===== src/rtl/instruction_fetch_pkg.sv =====
// rtl/instruction_fetch_pkg.sv - shared core types and constants used by the fetch stage
//
// Purpose: core-wide package. Holds the reset PC default, the NOP encoding,
//          the fetch buffer entry type and the decode/ALU enumerations shared
//          with later pipeline stages.
// Ports:   none (package).
package instruction_fetch_pkg;

  localparam logic [31:0] RESET_PC_DEFAULT = 32'h0000_0000;
  localparam logic [31:0] NOP_INST         = 32'h0000_0013;  // addi x0, x0, 0

  typedef struct packed {
    logic [31:0] pc;
    logic [31:0] inst;
  } fetch_entry_t;

  typedef enum logic [3:0] {
    OP,
    OPIMM,
    BRANCH,
    LUI,
    JAL,
    JALR,
    LOAD,
    STORE,
    AUIPC,
    UNSUPPORTED
  } Itype;

  typedef enum logic [3:0] {
    ADD,
    SUB,
    AND,
    OR,
    XOR,
    SLT,
    SLTU,
    SLL,
    SRL,
    SRA
  } AluFunc;

  // Word-align a byte address; the low two bits are simply dropped.
  function automatic logic [31:0] align_pc(input logic [31:0] pc);
    return pc & ~32'h0000_0003;
  endfunction

endpackage


===== src/rtl/fetch_fifo.sv =====
// rtl/fetch_fifo.sv - synchronous instruction buffer between BRAM responses and decode
//
// Purpose: DEPTH-entry synchronous FIFO of fetch_entry_t. Push and pop may
//          happen in the same cycle (including when full); flush empties it.
// Ports:
//   clk        clock, rising edge
//   rst        synchronous active-high reset
//   flush      discard all entries this cycle (wins over push)
//   push       write push_entry (accepted when not full, or when popping)
//   push_entry entry to write
//   pop        remove head (ignored when empty)
//   head       current head entry (contents undefined when empty)
//   full       count == DEPTH
//   empty      count == 0
//   count      number of valid entries
module fetch_fifo
  import instruction_fetch_pkg::*;
#(
  parameter int DEPTH = 4
) (
  input  logic                     clk,
  input  logic                     rst,
  input  logic                     flush,
  input  logic                     push,
  input  fetch_entry_t             push_entry,
  input  logic                     pop,
  output fetch_entry_t             head,
  output logic                     full,
  output logic                     empty,
  output logic [$clog2(DEPTH):0]   count
);

  localparam int PTR_W = $clog2(DEPTH);

  fetch_entry_t     mem [DEPTH];
  logic [PTR_W-1:0] wr_ptr;
  logic [PTR_W-1:0] rd_ptr;
  logic             do_push;
  logic             do_pop;

  assign full  = (count == (PTR_W + 1)'(DEPTH));
  assign empty = (count == '0);

  // A full buffer can still take a write when the head leaves the same cycle.
  assign do_push = push && (!full || pop);
  assign do_pop  = pop && !empty;

  assign head = mem[rd_ptr];

  always_ff @(posedge clk) begin
    if (rst || flush) begin
      wr_ptr <= '0;
      rd_ptr <= '0;
      count  <= '0;
    end else begin
      if (do_push) wr_ptr <= wr_ptr + PTR_W'(1);
      if (do_pop)  rd_ptr <= rd_ptr + PTR_W'(1);
      case ({do_push, do_pop})
        2'b10:   count <= count + (PTR_W + 1)'(1);
        2'b01:   count <= count - (PTR_W + 1)'(1);
        default: count <= count;
      endcase
    end
  end

  always_ff @(posedge clk) begin
    if (do_push && !rst && !flush) mem[wr_ptr] <= push_entry;
  end

endmodule


===== src/rtl/instruction_fetch.sv =====
// rtl/instruction_fetch.sv - in-order instruction fetch with BRAM tag pipeline and redirect epochs
//
// Purpose: issues one instruction-memory read per cycle while the buffer has
//          room for everything already in flight, matches BRAM responses with
//          their PCs through a latency-deep tag pipeline, and hands
//          instructions to decode through fetch_fifo with a valid/ready handshake.
//          A redirect flushes buffered and in-flight work and restarts at the
//          new PC the following cycle.
// Ports:
//   clk_in             clock, rising edge
//   rst_in             synchronous active-high reset (overrides redirect)
//   redirect_valid_in  change PC this cycle
//   redirect_pc_in     new byte PC (low two bits ignored)
//   imem_en_out        BRAM read strobe
//   imem_addr_out      BRAM word address (fetch pc[IMEM_ADDR_W+1:2])
//   imem_data_in       BRAM read data, IMEM_LATENCY cycles after the strobe
//   inst_valid_out     inst_out/pc_out valid
//   inst_ready_in      decode accepts this cycle
//   inst_out           instruction word (NOP when not valid)
//   pc_out             byte PC of inst_out (0 when not valid)
module instruction_fetch
  import instruction_fetch_pkg::*;
#(
  parameter logic [31:0] RESET_PC     = RESET_PC_DEFAULT,
  parameter int          IMEM_ADDR_W  = 12,
  parameter int          IMEM_LATENCY = 2,
  parameter int          FIFO_DEPTH   = 4
) (
  input  logic                   clk_in,
  input  logic                   rst_in,
  input  logic                   redirect_valid_in,
  input  logic [31:0]            redirect_pc_in,
  output logic                   imem_en_out,
  output logic [IMEM_ADDR_W-1:0] imem_addr_out,
  input  logic [31:0]            imem_data_in,
  output logic                   inst_valid_out,
  input  logic                   inst_ready_in,
  output logic [31:0]            inst_out,
  output logic [31:0]            pc_out
);

  localparam int CNT_W = $clog2(FIFO_DEPTH) + 1;

  logic [31:0]             fetch_pc;
  logic                    epoch;

  logic [IMEM_LATENCY-1:0] tag_valid;
  logic [IMEM_LATENCY-1:0] tag_epoch;
  logic [31:0]             tag_pc [IMEM_LATENCY];

  logic [CNT_W-1:0]        in_flight;
  logic [CNT_W:0]          occupancy;
  logic                    room;
  logic                    issue;

  logic                    fifo_push;
  logic                    fifo_pop;
  logic                    fifo_full;
  logic                    fifo_empty;
  logic [CNT_W-1:0]        fifo_count;
  fetch_entry_t            fifo_head;
  fetch_entry_t            resp_entry;

  // Reads in flight each reserve a buffer slot, so a response always has
  // somewhere to land and the BRAM never needs to be stalled.
  always_comb begin
    in_flight = '0;
    for (int i = 0; i < IMEM_LATENCY; i++) begin
      in_flight = in_flight + CNT_W'(tag_valid[i]);
    end
  end

  assign occupancy = {1'b0, fifo_count} + {1'b0, in_flight};
  assign room      = !fifo_full && (occupancy < (CNT_W + 1)'(FIFO_DEPTH));
  assign issue     = !rst_in && !redirect_valid_in && room;

  assign imem_en_out   = issue;
  assign imem_addr_out = fetch_pc[IMEM_ADDR_W+1:2];

  always_ff @(posedge clk_in) begin
    if (rst_in) begin
      fetch_pc <= RESET_PC;
      epoch    <= 1'b0;
    end else if (redirect_valid_in) begin
      fetch_pc <= align_pc(redirect_pc_in);
      epoch    <= ~epoch;
    end else if (issue) begin
      fetch_pc <= fetch_pc + 32'd4;
    end
  end

  // Redirect also clears the valid bits outright. The epoch check below then
  // only matters as a second guard, but it keeps back-to-back redirects safe
  // even when the 1-bit epoch would otherwise alias across two toggles.
  always_ff @(posedge clk_in) begin
    if (rst_in || redirect_valid_in) begin
      tag_valid <= '0;
    end else begin
      tag_valid[0] <= issue;
      for (int i = 1; i < IMEM_LATENCY; i++) begin
        tag_valid[i] <= tag_valid[i-1];
      end
    end
  end

  always_ff @(posedge clk_in) begin
    tag_pc[0]    <= fetch_pc;
    tag_epoch[0] <= epoch;
    for (int i = 1; i < IMEM_LATENCY; i++) begin
      tag_pc[i]    <= tag_pc[i-1];
      tag_epoch[i] <= tag_epoch[i-1];
    end
  end

  // The last tag stage lines up with the cycle the BRAM data is valid.
  assign resp_entry.pc   = tag_pc[IMEM_LATENCY-1];
  assign resp_entry.inst = imem_data_in;
  assign fifo_push = tag_valid[IMEM_LATENCY-1]
                  && (tag_epoch[IMEM_LATENCY-1] == epoch)
                  && !redirect_valid_in;

  assign inst_valid_out = !fifo_empty && !rst_in;
  assign fifo_pop       = inst_valid_out && inst_ready_in;
  assign inst_out       = inst_valid_out ? fifo_head.inst : NOP_INST;
  assign pc_out         = inst_valid_out ? fifo_head.pc   : 32'h0000_0000;

  fetch_fifo #(
    .DEPTH(FIFO_DEPTH)
  ) u_fetch_fifo (
    .clk        (clk_in),
    .rst        (rst_in),
    .flush      (redirect_valid_in),
    .push       (fifo_push),
    .push_entry (resp_entry),
    .pop        (fifo_pop),
    .head       (fifo_head),
    .full       (fifo_full),
    .empty      (fifo_empty),
    .count      (fifo_count)
  );

endmodule


===== config.mk =====
export PLATFORM = sky130hd
export DESIGN_NAME = instruction_fetch
export DESIGN_NICKNAME = d
export VERILOG_FILES = /design/src/rtl/instruction_fetch_pkg.sv /design/src/rtl/fetch_fifo.sv /design/src/rtl/instruction_fetch.sv
export SDC_FILE = /design/constraint.sdc
export NUM_CORES = 1
export LEC_CHECK = 0
export CAP_MARGIN = 20
export CORE_MARGIN = 2
export CORE_UTILIZATION = 47
export CTS_BUF_LIST = sky130_fd_sc_hd__clkbuf_8
export DETAILED_ROUTE_END_ITERATION = 7
export HOLD_SLACK_MARGIN = 0.15
export MAX_ROUTING_LAYER = met4
export PLACE_DENSITY = 0.78
export SLEW_MARGIN = 25
export SYNTH_ARGS = -nofsm -noshare
export SYNTH_HDL_FRONTEND = slang
export SYNTH_SLANG_ARGS = --single-unit
export TNS_END_PERCENT = 100

===== constraint.sdc =====
create_clock -name clk_in -period 5 [get_ports clk_in]
set_clock_uncertainty 0.1 [all_clocks]
set_input_delay 0.5 -clock clk_in [delete_from_list [all_inputs] [get_ports clk_in]]
set_output_delay 0.5 -clock clk_in [all_outputs]
set_load 0.02 [all_outputs]

==> results.json <==
{
  "die_w_um": 172,
  "synthToLayoutAreaGrowth_pct": 20.9,
  "rows": 61,
  "worstMarginPinSlew_ns": 0.980,
  "timing.final.crit_period_ns": 3.99,
  "clock_latency_ns": 0.56,
  "final_cell_mix": "edfxtp_1, clkdlybuf4s50_1, dfxtp_1",
  "setup_tns_ns": 0,
  "cts.htree.levels": 2,
  "grt_pass1_wl_mm": 40.2,
  "viasPerCell": 5.37,
  "rsz0062_at_grt": "false",
  "crit_path_max_fanout": 49,
  "die-height_um": 172,
  "initial_core_util_pct": 47.8,
  "hold_viol": 0,
  "drt-total-wl_mm": 25.8,
  "p_leak_nw": 5.29,
  "wire_per_inst_um": 19.0,
  "status": "finished clean",
  "place.gp.congestion": 0.909,
  "cts_tree": "built",
  "grt_usage_pct": 18.3,
  "port_buffers": 141,
  "core_area_um2": 27800,
  "finalMaxSlewViolations": 0,
  "cap_violations": 0,
  "drive_gt1_share_pct": 16.4,
  "cts_root_buffer": "clkbuf_8",
  "grt.overflow.total": 0,
  "netlist_area_um2": 13300,
  "final-seq-area_um2": 9540,
  "syn_area_per_cell_um2": 17.0,
  "dieArea_um2": 29600,
  "post-route-cell-area_um2": 16100,
  "hp-class": "flip-flop to flip-flop",
  "crit_type": "flip-flop to primary output",
  "fill_cells": 2151,
  "layout_setup_ws_ns": 1.01,
  "multi_input_area_um2": 3470,
  "clkSinkCount": 352,
  "p_per_area_nw_per_um2": 352,
  "post_cts_resized": 0,
  "cts_setup_buffers": 0,
  "fmax_mhz": 251,
  "finalSetupViolations": 0,
  "drtIter0Drc": 521,
  "fin_crit_sh_pct": 79.7,
  "vias": 7286,
  "synth_edf_count": 248,
  "hold_buffers": 0,
  "ys_dominant_reg_cell": "edfxtp_1",
  "num_antenna_cells": 0,
  "critPathRequiredTime_ns": 4.40,
  "cts_buffer_depth": 3,
  "grt_pass1_vias": 7475,
  "ys_warn_count": 0,
  "worstPathArrival_ns": 3.39,
  "nets": 1010,
  "vdd.ir_drop.worst_v": 0.000197,
  "ys_seq_area_share_pct": 71.7,
  "first_pass_iters": 5,
  "syn_inst": 782,
  "r2r_cells": 9,
  "drc_errors": 0,
  "end_kind": "primary output",
  "ant_nets": 0,
  "grt_max_degree": 63,
  "ios": 146,
  "min_path_cells": 0,
  "layout_commonest_cell": "edfxtp_1",
  "cts_buffers": 53,
  "antenna_found_initial": 0,
  "clkSlewWorstSetupHoldPaths_ns": 0.06,
  "start_kind": "flip-flop",
  "dp_hpwl_mm": 15.5,
  "post_dp_cell_area_um2": 15000,
  "synth_cell_types": 55,
  "ys_async_sr_fraction_pct": 0,
  "pre_cts_ws_ns": 1.21,
  "maxSlewHeadroom_pct": 34.6,
  "ys_ff_latch": 352
}
==> power breakdown <==
part           switching, mW  internal, mW
Sequential            0.0583          3.18
Combinational         0.0832        0.0937
Clock                   1.03          1.21
==> final cells by class <==
type / count / area share (%)
clock buffer: 64 / 5.48
timing repair buffer: 151 / 9.25
inverter: 15 / 0.350
tap: 378 / 2.94
multi-input combinational: 361 / 21.6
clock inverter: 35 / 1.07
sequential: 352 / 59.3
==> worst paths after layout <==
path / startpoint / end / slack, ns
worst max-delay path: u_fetch_fifo.count[1]$_SDFFE_PN0P_ / pc_out[2] / 1.01
worst min-delay path: tag_pc[0][9]$_DFF_P_ / tag_pc[0][41]$_DFF_P_ / 0.22
worst max register to register: u_fetch_fifo.count[1]$_SDFFE_PN0P_ / u_fetch_fifo.count[2]$_SDFFE_PN0P_ / 1.97
worst min register to register: tag_pc[0][9]$_DFF_P_ / tag_pc[0][41]$_DFF_P_ / 0.22
==> worst max-delay path: stages, from the launching register on <==
cell and delay [ns]:
dfxtp_1 0.75, nor3_1 0.11, buf_4 0.20, nor2_4 0.69, buf_4 0.30, and2_1 0.15
clkdlybuf4s50_1 0.61
==> sequential cells by signal, summed over array words and instances (netlist names), named ones only <==
register             count
u_fetch_fifo.wr_ptr      2
tag_valid                2
tag_epoch                2
u_fetch_fifo.mem       248
epoch                    1
tag_pc                  60
u_fetch_fifo.count       3
fetch_pc                30
u_fetch_fifo.rd_ptr      2
==> cells by family after synthesis <==
| family | after synthesis | synth area share [%] |
|---|---|---|
| buffers and inverters | 70 | 2.50 |
| AND/OR/NAND/NOR | 202 | 8.90 |
| multiplexers | 63 | 10.6 |
| other | 1 | 0.0282 |
| flip-flops | 352 | 71.7 |
| XOR/XNOR | 13 | 0.857 |
| adder cells (fa/ha/maj) | 8 | 0.809 |
| AO/OA/AOI/OAI | 73 | 4.64 |
==> synthesized netlist by cell type (all sizes together) (9+ instances only) <==
cell type / number / area (um^2)
buf: 26 / 168
nand2: 13 / 48.8
and2: 65 / 407
a311oi: 11 / 96.3
edfxtp: 248 / 7450
nand3: 14 / 70.1
inv: 13 / 48.8
nor3: 9 / 45.0
a211oi: 13 / 97.6
nand4: 19 / 125
nor2b: 9 / 56.3
dfxtp: 104 / 2080
nor2: 29 / 109
xnor2: 10 / 87.6
clkbuf: 29 / 109
mux4: 62 / 1400
==> metal layers <==
| layer | wire [um] | vias to the layer above | track usage, % |
|---|---|---|---|
| li1 | - | 3381 | - |
| met1 | 11200 | 3606 | 23.6 |
| met2 | 12500 | 247 | 30.1 |
| met3 | 1460 | 52 | 3.14 |
| met4 | 578 | 0 | 5.74 |
| met5 | 0 | - | - |
==> per-stage QoR <==
stage / std cells / util, % / hold slack [ns] / power (mW)
3_5_place_dp: 1257 / 54.0 / 0.212 / 3.48
6_report: 1356 / 57.8 / 0.222 / 5.65
3_3_place_gp: 1257 / 54.0 / 0.210 / 3.47
4_1_cts: 1356 / 57.8 / 0.220 / 5.71
5_1_grt: 1356 / 57.8 / 0.229 / 5.86
2_1_floorplan: 783 / - / 0.210 / 3.37
Note: power is estimated with default switching activity, not from simulation.
